**config.mk**
```make
export PLATFORM = sky130hd
export DESIGN_NAME = contador_modn
export DESIGN_NICKNAME = d
export VERILOG_FILES = /design/src/rtl/contador_modn.sv
export SDC_FILE = /design/constraint.sdc
export NUM_CORES = 1
export LEC_CHECK = 0
export ABC_AREA = 1
export CAP_MARGIN = 25
export CORE_AREA = 4 4 41 43
export CTS_BUF_LIST = sky130_fd_sc_hd__clkbuf_16
export CTS_CLUSTER_SIZE = 30
export DETAILED_ROUTE_END_ITERATION = 10
export DIE_AREA = 0 0 45 47
export DONT_BUFFER_PORTS = 1
export GPL_TIMING_DRIVEN = 0
export PLACE_DENSITY_LB_ADDON = 0.15
export SYNTH_ARGS = -nofsm -noshare
export SYNTH_HDL_FRONTEND = slang
export SYNTH_SLANG_ARGS = --single-unit
```
**constraint.sdc**
```tcl
create_clock -name clk -period 2 [get_ports clk]
set_clock_uncertainty 0.1 [all_clocks]
set_input_delay 0.3 -clock clk [delete_from_list [all_inputs] [get_ports clk]]
set_output_delay 0.3 -clock clk [all_outputs]
set_load 0.02 [all_outputs]
```
**src/rtl/contador_modn.sv**
```systemverilog
// One digit of the clock/timer datapath: modulo-MOD up/down counter with clamped
// load, cascade enable chain (cin -> cout) and an optional saturating timer mode.
module contador_modn #(
  parameter int WIDTH     = 4,
  parameter int MOD       = 10,
  parameter int RESET_VAL = MOD - 1,
  parameter bit WRAP      = 1'b1
) (
  input  logic             clk,
  input  logic             reset,
  input  logic             load,
  input  logic [WIDTH-1:0] data,
  input  logic             en,
  input  logic             cin,
  input  logic             up,
  output logic [WIDTH-1:0] count,
  output logic             tc,
  output logic             cout,
  output logic             sat
);

  localparam logic [WIDTH-1:0] TOP  = WIDTH'(MOD - 1);
  localparam logic [WIDTH-1:0] BOT  = '0;
  localparam logic [WIDTH-1:0] INIT = WIDTH'(RESET_VAL);

  // A bad configuration would let count escape 0..MOD-1, so refuse to elaborate.
  generate
    if (MOD < 2 || RESET_VAL < 0 || RESET_VAL >= MOD ||
        (WIDTH < 31 && (2 ** WIDTH) < MOD)) begin : g_cfg_err
      $fatal(1, "contador_modn: illegal WIDTH/MOD/RESET_VAL combination");
    end
  endgenerate

  logic [WIDTH-1:0] count_p0;
  logic             sat_p0;
  logic [WIDTH-1:0] count_nxt;
  logic             sat_nxt;
  logic             step;
  logic             term;

  function automatic logic [WIDTH-1:0] clamp_load(input logic [WIDTH-1:0] d);
    if (32'(d) > 32'(MOD - 1)) return TOP;
    return d;
  endfunction

  function automatic logic at_terminal(input logic [WIDTH-1:0] c, input logic dir);
    return dir ? (c == TOP) : (c == BOT);
  endfunction

  assign step = en & cin;
  assign term = at_terminal(count_p0, up);

  always_comb begin
    count_nxt = count_p0;
    sat_nxt   = sat_p0;
    if (load) begin
      count_nxt = clamp_load(data);
      sat_nxt   = 1'b0;
    end else if (step) begin
      if (!term) begin
        count_nxt = up ? count_p0 + WIDTH'(1) : count_p0 - WIDTH'(1);
        sat_nxt   = 1'b0;
      end else if (WRAP) begin
        count_nxt = up ? BOT : TOP;
      end else begin
        sat_nxt = 1'b1;
      end
    end
  end

  // Stage p0: the only registered state of the digit
  always_ff @(posedge clk) begin
    if (!reset) begin
      count_p0 <= INIT;
      sat_p0   <= 1'b0;
    end else begin
      count_p0 <= count_nxt;
      sat_p0   <= sat_nxt;
    end
  end

  assign count = count_p0;
  assign sat   = sat_p0;
  assign tc    = term;
  assign cout  = term & step;

endmodule

```
* After elaboration in Yosys (flattened, before gate mapping)
Cells that the tools add are included.
** Storage, ports and cells
- Register bits :: 4
- Input bits :: 10
- Output and inout bits :: 7
** Cells by class
- Reduce and logical (&&, ||, !) cells :: 2
- Order comparisons :: 1
- Bitwise logic cells :: 2
- Equal/unequal tests :: 1
- Add/subtract/negate cells :: 2
- Multiplexer cells :: 10
** Operator list (number)
- 4-bit 2-to-1 mux :: 7
- 4-bit by 1-bit adder with 4-bit output, second input constant :: 1
- 4-bit equality test, second input constant :: 1
- 4-bit greater-than comparator, second input constant :: 1
- 4-bit zero test :: 1
- 4-bit by 1-bit subtractor with 4-bit output, second input constant :: 1
- 1-bit 2-to-1 mux :: 3
- 1-bit bitwise AND :: 2
- 2-bit nonzero test :: 1

* Longest topological paths before layout
- Depth after elaboration :: 5
- Depth in mapped cells :: 10
- Mapped depth without buffers :: 10

* Worst setup path before layout
Ideal clock, no wire load.
- Kind :: reg-to-output
- From :: register count_p0[0], in the netlist count[0]
- To :: output cout
- Path slack :: 0.508 ns
- Required time :: 1.600 ns
- Arrival :: 1.092 ns
- Cell stages (with the launch flop) :: 5
- Cells stage by stage :: dfxtp_1 -> nand3_1 -> nand2_1 -> nand2_2 -> nor2_1
** On the way
- Word-level cells in the longest chain between the ends :: 3
** Ends and longest elaborated chain
- start: declaration :: line 34 : logic [WIDTH-1:0] count_p0;
- start signal: assignment :: line 77 : count_p0 <= count_nxt;
- 4-bit equality test or 4-bit zero test (tied branches) :: line 47 : return dir ? (c == TOP) : (c == BOT);
- 1-bit 2-to-1 mux * :: line 47
- 1-bit bitwise AND * :: line 85 : assign cout = term & step;
- end: declaration :: line 18 : output logic cout,
Every way passes the cells marked *; elsewhere a longest branch is shown, timed or not.

* Worst setup path after layout
Ends and elaborated chain as after synthesis.

==> impl_results.md <==
* Status: finished, final reports clean
* Leak pwr at 0.2641 nW
* RePlAce Congestion at 0.6943
* Core area at between 1000 and 1500 um^2
* MaxCap Viol Count at 0
* Antenna viol nets, final at 0
* Worst Hold Class: in2reg
* Fin crit period at approximately 1.8 ns
* Layout Utilization at 36.63%
* Vias per cell at roughly 4.6
* I/O pin count at 17
* Clock buffer depth at 2
* Final hold viol count at 0
* Die H at 47 um
* H-tree level count at 1
* Mapped Nets at 76
* Port Buffer Count at 0
* Drt pass-1 iters at 4
* # resized after CTS at 0
* DRC at 0
* Worst R2R Path Depth at 8
* Most frequent cells in the layout: nand2_1 (18), nor2_1 (9), inv_1 (8)
* Pre-CTS WS at between 0.3 and 0.4 ns
* DR WL/cell at 10.69 um
* Worst-path clk slew at 0.03 ns
* N_diodes at 0
* Max-slew violations at 0
* Width of the die at 45 um
* Syn Area/Cell at 6.077 um^2
* Yosys warnings at 0
* Crit. End Element: output port
* Commonest non-fill, non-tap cell in the layout: nand2_1
* Crit path max fanout at 7
* Post-Route WL at 866 um
* TritonCTS Buffers at 3
* Global-route wire length before repair at ~1400 um
* Setup TNS at 0 ns
* Worst setup SP type: flip-flop
* Vias in the first global route at 348
* Maximum clock rate at 0.5416 GHz
* Initial Utilization at 29.42%
* # clock sinks at 4
* Grt ovf at 0
* Tcrit/Tclk final at just over 90%
* Gate Count Post-Synth at 63
* Mapped cell area at about 380 um^2
* Hold Path Stages at 1
* # rows at 13
* Layout area overhead at 24.51%
* Largest net degree at the start of global routing at 8
* Clk Latency, worst-skew pair at 0.22 ns
* Hold-fix buffers at CTS at 0
* Pwr Total at 0.4916 mW
* Post-synthesis sequential area ratio at 20.92%
* Worst vdd ir at 0.0005487 V
* Data arrival, critical path at 1.45 ns
* Die Area at 2115 um^2
* Initial antenna violation count at 0
* Largest register FFs at 4
* Routed vias at 374
* Pwr per Cell Area at 1031 nW/um^2
* RSZ-0062 raised after global routing: false
* Setup violations, final at 0
* Kind of critical path: reg2out
* Required @ worst endpoint at 1.60 ns
* Clock Root Buffer: clkbuf_16
* Final critical-path setup slack at 0.1535 ns
* DRT iter0 DRCs at 8
* Yosys cell types at 19
* TritonCTS clock tree: yes
* NumNets Final at 81
* Post-CTS Setup Bufs at 0
* Detail Placement HPWL at around 730 um
* Total GRT Usage at about 8.9%
* #FFs+latches synth at 4
* Share of cells above drive strength 1 at 12.12%
==> per-stage QoR <==
stage          std cells  hold WS, ns  instance area, um^2
2_1_floorplan         63       0.2689                382.9
3_3_place_gp          78       0.2773                401.6
3_5_place_dp          78       0.2732                401.6
4_1_cts               81      0.05000                476.7
5_1_grt               81      0.06726                476.7
6_report              81      0.05235                476.7
==> worst max-delay path, stage by stage (launching register included) <==
cell	delay (ns)
dfxtp_1	0.59
nand3_1	0.12
nand2_1	0.10
nand2_2	0.09
nor2_1	0.32
==> cell type report <==
| cell class | count | area [um^2] |
|---|---|---|
| Multi-Input combinational cell | 49 | 261.5 |
| Inverter | 9 | 33.78 |
| Fill cell | 156 | 824.5 |
| Buffer | 1 | 7.507 |
| Sequential cell | 4 | 80.08 |
| Clock buffer | 3 | 75.07 |
| Tap cell | 15 | 18.77 |
==> Yosys cell counts <==
cell / number / area, um^2
nand2_1: 18 / 67.56
a31oi_1: 1 / 6.260
o21ai_0: 2 / 10.01
nand2_2: 1 / 6.260
buf_4: 1 / 7.510
o211ai_1: 2 / 15.01
inv_2: 1 / 3.750
nand2_4: 1 / 11.26
nand3_1: 6 / 30.03
ha_1: 2 / 25.02
o22ai_1: 1 / 6.260
a21oi_1: 2 / 10.01
conb_1: 1 / 3.750
nand3_2: 1 / 10.01
nor2_1: 9 / 33.78
fa_1: 1 / 20.02
or2_1: 1 / 6.260
inv_1: 8 / 30.03
dfxtp_1: 4 / 80.08
==> layer usage <==
layer	track usage (%)	vias up	wire, um
li1	-	208	-
met1	10.50	155	372
met2	15.25	11	416
met3	3.831	0	77
met4	1.754	0	0
met5	0	-	0
==> cell families after synthesis <==
group	count (synthesis)	share of synthesized area, %
compound gates	8	12.42
fa+ha+maj	3	11.76
buf+inv	10	10.78
flops	4	20.92
other cells	1	0.9795
simple gates	37	43.14
==> report_power, final <==
| group | total, mW | switching, mW | internal [mW] |
|---|---|---|---|
| sequential | 0.105 | 0.0184 | 0.0870 |
| clock | 0.307 | 0.0523 | 0.255 |
| combinational | 0.0788 | 0.0481 | 0.0307 |
| total | 0.492 | 0.119 | 0.373 |
==> final timing paths <==
path | to | startpoint | slack, ns
worst max-delay path | cout | count[0]$_SDFFE_PN1P_ | 0.15
worst min-delay path | count[0]$_SDFFE_PN1P_ | reset | 0.05
worst max register to register | count[3]$_SDFFE_PN1P_ | count[2]$_SDFFE_PN0P_ | 0.44
worst min register to register | count[2]$_SDFFE_PN0P_ | count[2]$_SDFFE_PN0P_ | 0.58
Note: power is estimated with default switching activity, not from simulation.
